[src/rtl/uart_rx.sv]
// uart_rx: 8N1 serial receiver, BAUD_DIV clk per bit, mid-bit sampling.
// Ports: clk, rst (sync, active-high), RX (async serial in, idle high),
//        clr_rdy (consumer ack), rx_data (last byte), rdy (sticky byte-available),
//        frm_err (bad stop bit; present only when UART_RX_FRM_ERR_EN is defined).
module uart_rx #(
    parameter int BAUD_DIV = 109,
    parameter int HALF_DIV = BAUD_DIV / 2
) (
    input  logic       clk,
    input  logic       rst,
    input  logic       RX,
    input  logic       clr_rdy,
    output logic [7:0] rx_data,
    output logic       rdy
`ifdef UART_RX_FRM_ERR_EN
    ,
    output logic       frm_err
`endif
);

    typedef enum logic [1:0] {
        IDLE,
        START,
        DATA,
        STOP
    } state_e;

    localparam logic [6:0] BAUD_LAST = 7'(BAUD_DIV - 1);
    localparam logic [6:0] HALF_LAST = 7'(HALF_DIV - 1);

    state_e      state_q, state_d;
    logic        rx_meta_q, rx_s_q, rx_p_q;
    logic [6:0]  baud_cnt_q, baud_cnt_d;
    logic [3:0]  bit_cnt_q, bit_cnt_d;
    logic [7:0]  shift_q, shift_d;
    logic [7:0]  rx_data_q, rx_data_d;
    logic        rdy_q, rdy_d;
    logic        fall;
`ifdef UART_RX_FRM_ERR_EN
    logic        frm_err_q, frm_err_d;
`endif

    // Falling edge on the synchronised line; a line held low never re-arms.
    assign fall = rx_p_q & ~rx_s_q;

    always_ff @(posedge clk) begin
        if (rst) begin
            state_q    <= IDLE;
            rx_meta_q  <= 1'b1;
            rx_s_q     <= 1'b1;
            rx_p_q     <= 1'b1;
            baud_cnt_q <= '0;
            bit_cnt_q  <= '0;
            shift_q    <= '0;
            rx_data_q  <= '0;
            rdy_q      <= 1'b0;
`ifdef UART_RX_FRM_ERR_EN
            frm_err_q  <= 1'b0;
`endif
        end else begin
            state_q    <= state_d;
            rx_meta_q  <= RX;
            rx_s_q     <= rx_meta_q;
            rx_p_q     <= rx_s_q;
            baud_cnt_q <= baud_cnt_d;
            bit_cnt_q  <= bit_cnt_d;
            shift_q    <= shift_d;
            rx_data_q  <= rx_data_d;
            rdy_q      <= rdy_d;
`ifdef UART_RX_FRM_ERR_EN
            frm_err_q  <= frm_err_d;
`endif
        end
    end

    always_comb begin
        state_d    = state_q;
        baud_cnt_d = baud_cnt_q + 7'd1;
        bit_cnt_d  = bit_cnt_q;
        shift_d    = shift_q;
        rx_data_d  = rx_data_q;
        // Acknowledge first so a delivery in the same cycle overrides it.
        rdy_d      = rdy_q & ~clr_rdy;
`ifdef UART_RX_FRM_ERR_EN
        frm_err_d  = frm_err_q & ~clr_rdy;
`endif
        unique case (state_q)
            IDLE: begin
                baud_cnt_d = '0;
                if (fall) begin
                    state_d = START;
                end
            end
            START: begin
                if (baud_cnt_q == HALF_LAST) begin
                    baud_cnt_d = '0;
                    if (rx_s_q) begin
                        state_d = IDLE;
                    end else begin
                        state_d   = DATA;
                        bit_cnt_d = '0;
                    end
                end
            end
            DATA: begin
                if (baud_cnt_q == BAUD_LAST) begin
                    baud_cnt_d = '0;
                    shift_d    = {rx_s_q, shift_q[7:1]};
                    bit_cnt_d  = bit_cnt_q + 4'd1;
                    if (bit_cnt_d == 4'd8) begin
                        state_d = STOP;
                    end
                end
            end
            STOP: begin
                if (baud_cnt_q == BAUD_LAST) begin
                    baud_cnt_d = '0;
                    state_d    = IDLE;
`ifdef UART_RX_FRM_ERR_EN
                    if (rx_s_q) begin
                        rx_data_d = shift_q;
                        rdy_d     = 1'b1;
                        frm_err_d = 1'b0;
                    end else begin
                        frm_err_d = 1'b1;
                    end
`else
                    rx_data_d = shift_q;
                    rdy_d     = 1'b1;
`endif
                end
            end
            default: begin
                state_d = IDLE;
            end
        endcase
    end

    assign rx_data = rx_data_q;
    assign rdy     = rdy_q;
`ifdef UART_RX_FRM_ERR_EN
    assign frm_err = frm_err_q;
`endif

endmodule

[config.mk]
export PLATFORM = sky130hd
export DESIGN_NAME = uart_rx
export DESIGN_NICKNAME = d
export VERILOG_FILES = /design/src/rtl/uart_rx.sv
export SDC_FILE = /design/constraint.sdc
export NUM_CORES = 1
export LEC_CHECK = 0
export CAP_MARGIN = 20
export CELL_PAD_IN_SITES_DETAIL_PLACEMENT = 2
export CELL_PAD_IN_SITES_GLOBAL_PLACEMENT = 2
export CORE_MARGIN = 1.5
export CORE_UTILIZATION = 40
export CTS_CLUSTER_DIAMETER = 200
export DETAILED_ROUTE_END_ITERATION = 16
export DONT_BUFFER_PORTS = 1
export PLACE_DENSITY = 0.92
export REMOVE_ABC_BUFFERS = 1
export SETUP_SLACK_MARGIN = 0.1
export SKIP_CTS_REPAIR_TIMING = 1
export SLEW_MARGIN = 20
export SYNTH_ARGS = -nofsm -noshare
export SYNTH_HDL_FRONTEND = slang
export SYNTH_SLANG_ARGS = --single-unit
[constraint.sdc]
create_clock -name clk -period 5.3 [get_ports clk]
set_clock_uncertainty 0.2 [all_clocks]
set_input_delay 1.325 -clock clk [delete_from_list [all_inputs] [get_ports clk]]
set_output_delay 1.325 -clock clk [all_outputs]
set_load 0.01 [all_outputs]
Yosys cells after proc, flatten, opt, wreduce, memory -nomap -nowiden
Index checks and enable logic that the tools add are counted.
Cells by class
  add/subtract/negate cells: 2
  $mul: 0
  divide/modulo/power cells: 0
  magnitude comparators: 0
  equality and inequality tests: 12
  shift-type cells: 0
  multiplexer cells: 16
  bitwise logic cells: 4
  reduce and logical (&&, ||, !) cells: 7
Operators by type and width (number)
  7-bit case mux with 3 select lines: 1
  7-bit 2-to-1 mux: 2
  2-bit 2-to-1 mux: 6
  4-bit 2-to-1 mux: 3
  2-bit != test, second input constant: 6
  2-bit case mux with 4 select lines: 1
  4-bit case mux with 2 select lines: 1
  7-bit by 1-bit adder with 7-bit output, second input constant: 1
  7-bit by 6-bit equality test with 1-bit output, second input constant: 1
  7-bit equality test, second input constant: 1
  5-bit AND reduction: 1
  4-bit by 1-bit adder with 4-bit output, second input constant: 1
  2-bit equality test, second input constant: 2
  4-bit equality test, second input constant: 1
  2-bit AND reduction: 2
  4-bit AND reduction: 1
  1-bit bitwise AND: 2
  2-bit by 1-bit equality test with 1-bit output, second input constant: 1
  2-bit zero test: 1
  1-bit 2-to-1 mux: 2
  1-bit NOT: 2
  2-bit nonzero test: 1
  2-bit OR reduction: 1
Storage, ports and cells
  register bits: 33
  bits in latches: 0
  memory bits (writable): 0
  memory bits (read-only): 0
  input bits: 4
  output and inout bits: 9
  memories kept: 0

Logic depth before layout (Yosys ltp)
Gate-level depths: netlist of the first run.
  depth in word-level cells: 5
  depth in mapped cells: 7
  depth with buffers taken out: 6

Least setup slack after synthesis of the first run
No wires, ideal clock.
  kind: input -> register
  from: input rst
  to: register rdy_q, in the netlist rdy
  arrival: 1.890 ns
  required time: 4.972 ns
  setup slack: 3.082 ns
  cell stages on the path: 3
  path buffers: 2
  cell sequence: clkbuf_1 -> clkbuf_1 -> nor2_1
RTL lines
  start, declared: line 10  | input logic rst,
  end signal, assigned: line 69  | rdy_q <= rdy_d;
  end, declared: line 37  | logic rdy_q, rdy_d;
No word-level cell between the ends.

Final worst setup path of the first run
  from: register rx_data_q[3], in the netlist rx_data[3]
  to: output rx_data[3]
RTL lines
  start, declared: line 36  | logic [7:0] rx_data_q, rx_data_d;
  start signal, assigned: line 68  | rx_data_q <= rx_data_d;
  end, declared: line 13  | output logic [7:0] rx_data,
No word-level cell between the ends.

==> summary.md, run 1 <==
| Metric | Value |
|---|---|
| Synth Register Bits | `33` |
| Rows | `21` |
| Nets | `163` |
| CP endpoint | `rx_data[3]` |
| DP Worst Slack | `3176 ps` |
| Gate Count Post-Synth | `153` |
| Share of layout cells above drive strength 1 | `12.82%` |
| Antenna-violating nets left | `0` |
| Status | `finished clean` |
| Finished Layout Cells | `202` |
| Area Overhead vs Synth | `9.386%` |
| Final cycle utilization of the critical path | `43.19%` |
| Top FF cell, synth | `dfxtp_1` |
| Fillers | `around 380` |
| Count of final hold-check violations | `0` |
| Seq/Total Area, Yosys | `47.65%` |
| Worst path depth | `0` |
| GRT met1 Usage | `26.60%` |
| Startpoint types | `flop` |
| R2R setup slack | `a little over 3000 ps` |
| Port buffer count | `0` |
| Met2 usage | `33.83%` |
| Final WL | `3544 um` |
| CTS tree | `yes` |
| Router iterations before antenna repair | `3` |
| Asr flop ratio synth | `0%` |
| Routability cong. | `0.7836` |
| Rel. slew slack | `36.52%` |
| Most Crowded Layer GR | `met2` |
| Clk slew on worst S/H paths | `120 ps` |
| Yosys top cell area share | `47.65%` |
| Syn. warnings | `0` |
| TritonCTS buffer count | `5` |
| Worst Path Required | `3770 ps` |
| Tightest Pin Transition | `944.4 ps` |
| Arr. time, crit path | `760 ps` |
| Initial core utilization | `41.54%` |
| Setup Crit Path Kind | `flop to primary output` |
| Post-synth EDFFs | `0` |
| Cell variety after synth | `36` |
| Area occupied by multi-input gates | `680.7 um^2` |
| Largest net degree at the start of global routing | `29` |
| R2r startpoint | `baud_cnt_q[1]` |
| Clock Latency Late Sink | `about 350 ps` |
| Total GRT Usage | `20.95%` |
| I/O pins | `13` |
| Hold_sp | `rx_meta_q` |
| Max cap viols | `0` |
| RR Endpoint | `bit_cnt_q[1]` |
| Minimum clock period | `2289 ps` |
| First-pass GRT wire length | `between 5000 and 6000 um` |
| Initial antenna violation count | `0` |
| R2R cell count | `6` |
| RSZ-0062 raised after global routing | `false` |
| Synth Cell Area | `1386 um^2` |
| PwrDens | `around 300 nW/um^2` |
| Number of global-route vias before repair | `1,121` |
| CORE AREA | `3337 um^2` |
| Setup TNS | `0 ps` |
| CP Capture Type | `primary output` |
| Die height | `a little over 60 um` |
| Via count | `1,083` |
| Root Driver | `clkbuf_4` |
| Worst vdd ir | `198.9 uV` |
| Total gr overflow | `0` |
| Lkg Pwr | `0.5324 nW` |
| Placed Instances | `around 190` |
| Synth area leader | `dfxtp_1` |
| Starting DRT DRC Count | `48` |
| Final antenna diode count | `0` |
| CP max FO | `2` |
| Syn Area/Cell | `9.061 um^2` |
| Area contributors post-synth | `dfxtp_1, mux2i_1, nand2_1` |
| Hpwl dp | `2304 um` |
| Crit. Startpoint | `rx_data[3]` |
| Final WS setup | `3011 ps` |
| Wirelength per Cell | `17.54 um` |
| M3 GR Usage | `7.039%` |
| CTS H-tree lvls | `2` |
| Slew Limit Fails | `0` |
| # setup viols final | `0` |
| Reg area | `660.6 um^2` |
| Max clock buf depth | `2` |
| Vias per cell | `5.361` |
| Drt drc | `0` |
| Clock sinks | `33` |
| Die area | `3828 um^2` |
| Worst Hold Class | `flop to flop` |
| WHS | `232.3 ps` |
| F_max | `0.4368 GHz` |
| Die X | `a little over 60 um` |
## logic make-up after synthesis
| kind of cell | Yosys count | share of synthesized area, % |
|---|---|---|
| AO/OA/AOI/OAI | 24 | 10.65 |
| XOR/XNOR | 5 | 3.159 |
| adder cells (fa/ha/maj) | 4 | 3.610 |
| buffers and inverters | 13 | 3.700 |
| flip-flops | 33 | 47.65 |
| multiplexers | 8 | 5.776 |
| AND/OR/NAND/NOR | 66 | 25.45 |
## worst min path at each step
stage,end,slack [ps],cells after the start
2_1_floorplan,rx_s_q,190,1
3_3_place_gp,rx_s_q,200,1
3_5_place_dp,rx_s_q,200,1
4_1_cts,rx_s_q,240,1
5_1_grt,rx_s_q,240,1
6_report,rx_s_q,230,1
## cell usage after synthesis (all sizes together), types with 2 or more instances
library cell / n
a21oi: 13
a31oi: 2
buf: 2
clkbuf: 4
dfxtp: 33
ha: 4
inv: 7
mux2i: 8
nand2: 20
nand2b: 2
nand3: 8
nand3b: 3
nor2: 17
nor3b: 2
nor4: 3
o31ai: 2
or2: 4
or4: 2
xnor2: 3
xor2: 2
## through the flow
stage	util, %	power [W]	instance area (um^2)
2_1_floorplan	-	0.0002616	1361
3_3_place_gp	42.93	0.0002625	1433
3_5_place_dp	42.93	0.0002637	1433
4_1_cts	45.44	0.0004594	1516
5_1_grt	45.44	0.0004704	1516
6_report	45.44	0.0004550	1516
## layer usage
metal | part of all wire [%] | routed length (um)
met5 | 0 | 0
met4 | 1.5 | 53
met3 | 2.9 | 103
met2 | 50 | 1772
met1 | 46 | 1616
## power by group
part	switching [W]	total, W	internal, W
Combinational	0.00000342	0.00000677	0.00000335
Sequential	0.00000228	0.000252	0.000250
Clock	0.0000966	0.000196	0.0000998
## layout by cell type (no fill, tap or decap), types with 3 or more instances in the layout
cell type  instances
or2_2              4
nand2_1           19
clkbuf_4           5
ha_1               4
nand3b_1           3
nor2_1            17
nand3_1            8
a21oi_1           13
inv_1              6
dfxtp_1           33
mux2i_1            8
xnor2_1            3
## cell type report
class	count	area share, %
flip-flops and latches	33	43.56
multi-input cells	107	44.88
repair buffers	1	0.4951
inverters	7	1.733
well taps	46	3.795
clock buffers	5	2.475
clock inverters	3	3.053
## flip-flops by register name (all words and copies together), names as in the netlist, named ones only
name / cells
baud_cnt_q: 7
rx_p_q: 1
state_q: 1
rx_data: 8
rx_s_q: 1
rx_meta_q: 1
shift_q: 8
rdy: 1
bit_cnt_q: 4
(Power assumes the default switching activity.)
==> run 2, diff against run 1 <==
--- a/config.mk
+++ b/config.mk
@@ -9,11 +9,11 @@
 export CELL_PAD_IN_SITES_DETAIL_PLACEMENT = 2
 export CELL_PAD_IN_SITES_GLOBAL_PLACEMENT = 2
 export CORE_MARGIN = 1.5
-export CORE_UTILIZATION = 40
+export CORE_UTILIZATION = 37
 export CTS_CLUSTER_DIAMETER = 200
 export DETAILED_ROUTE_END_ITERATION = 16
 export DONT_BUFFER_PORTS = 1
-export PLACE_DENSITY = 0.92
+export PLACE_DENSITY = 0.87
 export REMOVE_ABC_BUFFERS = 1
 export SETUP_SLACK_MARGIN = 0.1
 export SKIP_CTS_REPAIR_TIMING = 1
==> constraint.sdc (replaced) <==
create_clock -name clk -period 2.3 [get_ports clk]
set_clock_uncertainty 0.2 [all_clocks]
set_input_delay 0.575 -clock clk [delete_from_list [all_inputs] [get_ports clk]]
set_output_delay 0.575 -clock clk [all_outputs]
set_load 0.01 [all_outputs]
==> run 2 against run 1 <==
Against the previous run: routed wire length is 5.2% lower; flip-flop and latch count stayed put; sequential share of layout area is 0.95 points lower; die area is 7.7% higher; critical path depth is 6 higher; combinational power is 120% higher; via count is 0.18% lower; critical path type is now flop to flop; largest cell class unchanged.
==> summary.md, run 2 (synthesized netlist as in run 1, its figures left out) <==
| Metric | Value |
|---|---|
| Clk slew on worst S/H paths | `70 ps (was 120 ps)` |
| Share of layout cells above drive strength 1 | `14.01% (was 12.82%)` |
| Number of global-route vias before repair | `1,194 (was 1,121)` |
| Root Driver | `clkbuf_8 (was clkbuf_4)` |
| PwrDens | `692.6 nW/um^2 (was 300.0 nW/um^2)` |
| Final WS setup | `276.4 ps (was 3011 ps)` |
| Via count | `1,081 (was 1,083)` |
| Setup Crit Path Kind | `flop to flop (was flop to primary output)` |
| Clock power share | `44.6% (was 43.2%)` |
| F_max | `~0.49 GHz` |
| CORE AREA | `3633 um^2 (was 3337 um^2)` |
| Max incr delay on CP | `460 ps` |
| CP max FO | `7 (was 2)` |
| CP Capture Type | `flop (was primary output)` |
| DP Worst Slack | `254.6 ps (was 3176 ps)` |
| Initial core utilization | `38.15% (was 41.54%)` |
| Reg power frac | `54.0% (was 55.3%)` |
| Routability cong. | `0.7946 (was 0.7836)` |
| Fillers | `414 (was 382)` |
| Clock sinks | `33 (unchanged)` |
| Minimum clock period | `2024 ps` |
| Hpwl dp | `2429 um (was 2304 um)` |
| Slew Limit Fails | `0 (unchanged)` |
| Worst Hold Class | `input pin to flop (was flop to flop)` |
| Area occupied by multi-input gates | `686.9 um^2 (was 680.7 um^2)` |
| Area Overhead vs Synth | `11.82% (was 9.386%)` |
| Final cycle utilization of the critical path | `87.98%` |
| Worst Path Required | `2320 ps (was 3770 ps)` |
| Final instance area | `1550 um^2 (was 1516 um^2)` |
| Finished Layout Cells | `205 (was 202)` |
| Die X | `64.21 um (was 61.87 um)` |
| Antenna-violating nets left | `0 (unchanged)` |
| CTS tree | `yes (unchanged)` |
| I/O pins | `13 (unchanged)` |
| Placed Instances | `197 (was 194)` |
| Commonest non-fill, non-tap cell in the layout | `dfxtp_1 (unchanged)` |
| CTS H-tree lvls | `2 (unchanged)` |
| RSZ-0062 raised after global routing | `false (unchanged)` |
| Tightest Pin Transition | `533.7 ps (was 944.4 ps)` |
| Rows | `22 (was 21)` |
| Max clock buf depth | `2 (unchanged)` |
| Final antenna diode count | `0 (unchanged)` |
| First-pass GRT wire length | `5934 um (was 5609 um)` |
| Arr. time, crit path | `2050 ps (was 760 ps)` |
| Lkg Pwr | `0.5509 nW (was 0.5324 nW)` |
| Die area | `4123 um^2 (was 3828 um^2)` |
| Int Pwr | `0.0008532 W (was 0.0003527 W)` |
| Commonest cells after routing, fill and taps aside | `dfxtp_1, nand2_1, nor2_1 (unchanged)` |
| Largest net degree at the start of global routing | `29 (unchanged)` |
| Clock Latency Late Sink | `290 ps (was 350 ps)` |
| Comb power frac | `1.4% (was 1.5%)` |
| # setup viols final | `0 (unchanged)` |
| Worst vdd ir | `400.6 uV (was 198.9 uV)` |
| Router iterations before antenna repair | `4 (was 3)` |
| Die height | `64.21 um (was 61.87 um)` |
| Total GRT Usage | `19.27% (was 20.95%)` |
| Post-Place Cell Area | `1443 um^2 (was 1433 um^2)` |
| Reg area | `660.6 um^2 (unchanged)` |
| Nets | `164 (was 163)` |
| Max cap viols | `0 (unchanged)` |
| Port buffer count | `0 (unchanged)` |
| Starting DRT DRC Count | `26 (was 48)` |
| Startpoint types | `flop (unchanged)` |
| Final WL | `3361 um (was 3544 um)` |
| Crit-path cells | `inv_1 > ha_1 > nand4b_4 > or4_4 > or3_1 > a31oi_1` |
| Wirelength per Cell | `16.40 um (was 17.54 um)` |
| Drt drc | `0 (unchanged)` |
| Status | `finished clean (unchanged)` |
| Total gr overflow | `0 (unchanged)` |
| Switching power | `0.0002205 W (was 0.0001023 W)` |
| Count of final hold-check violations | `0 (unchanged)` |
| Initial antenna violation count | `0 (unchanged)` |
| Slowest-stage cell, CP | `or4_4` |
| Sw Ratio | `20.53% (was 22.48%)` |
| TritonCTS buffer count | `5 (unchanged)` |
| Vias per cell | `5.273 (was 5.361)` |
| Rel. slew slack | `64.10% (was 36.52%)` |
## run 2: area by class of cell
type                       instances  area share (%)
clock buffer                       7           6.215
sequential                        33           42.61
multi-input combinational        107           44.31
timing repair buffer               2          0.9685
tap                               48           3.874
clock inverter                     1          0.3228
inverter                           7           1.695
## run 2: critical path: cells and delay by family, from the launching register on
| kind | cells | cell delay, ps |
|---|---|---|
| buffers and inverters | 1 | 80 |
| AND/OR/NAND/NOR | 3 | 980 |
| adder cells (fa/ha/maj) | 1 | 200 |
| flip-flops | 1 | 360 |
| AO/OA/AOI/OAI | 1 | 150 |
## run 2: per-stage QoR
step                hold slack [ps]  total power, W  utilization (%)  TNS, ps
detailed placement            202.1       0.0006076            39.70        0
finish                        149.0        0.001074            42.67        0
floorplan                     189.5       0.0006029                -    -2052
global route                  130.5        0.001120            42.67        0
CTS                           134.9        0.001088            42.49        0
global placement              195.7       0.0006050            39.70        0
## run 2: final timing paths
kind                               startpoint            to  slack, ps  cells past startpoint
worst max-delay path            baud_cnt_q[0]  bit_cnt_q[3]        280                      6
worst max register to register  baud_cnt_q[0]  bit_cnt_q[3]        280                      6
worst min-delay path                      rst          flop        150                      1
worst min register to register      rx_meta_q        rx_s_q        220                      1
## run 2: power groups by stage
| stage | logic [W] | registers (W) | clock network, W |
|---|---|---|---|
| after CTS | 0.0000154 | 0.000580 | 0.000492 |
| after floorplan | 0.0000118 | 0.000591 | 0 |
| after global placement | 0.0000130 | 0.000592 | 0 |
| after global routing | 0.0000170 | 0.000580 | 0.000523 |
| after detailed placement | 0.0000147 | 0.000593 | 0 |
| final | 0.0000150 | 0.000580 | 0.000479 |
## run 2: routing by layer
layer	up-vias	GRT usage (%)	part of all wire [%]
met1	528	21.21	42
met3	8	6.514	3.1
met2	15	32.81	52
met4	0	9.840	2.5
met5	-	0	0
li1	530	-	-
==> run 3, diff against run 2 <==
--- a/config.mk
+++ b/config.mk
@@ -5,6 +5,7 @@
 export SDC_FILE = /design/constraint.sdc
 export NUM_CORES = 1
 export LEC_CHECK = 0
+export ABC_AREA = 0
 export CAP_MARGIN = 20
 export CELL_PAD_IN_SITES_DETAIL_PLACEMENT = 2
 export CELL_PAD_IN_SITES_GLOBAL_PLACEMENT = 2
==> results of run 3 <==
No change in the layout: final DEF, timing and power equal those of run 2.
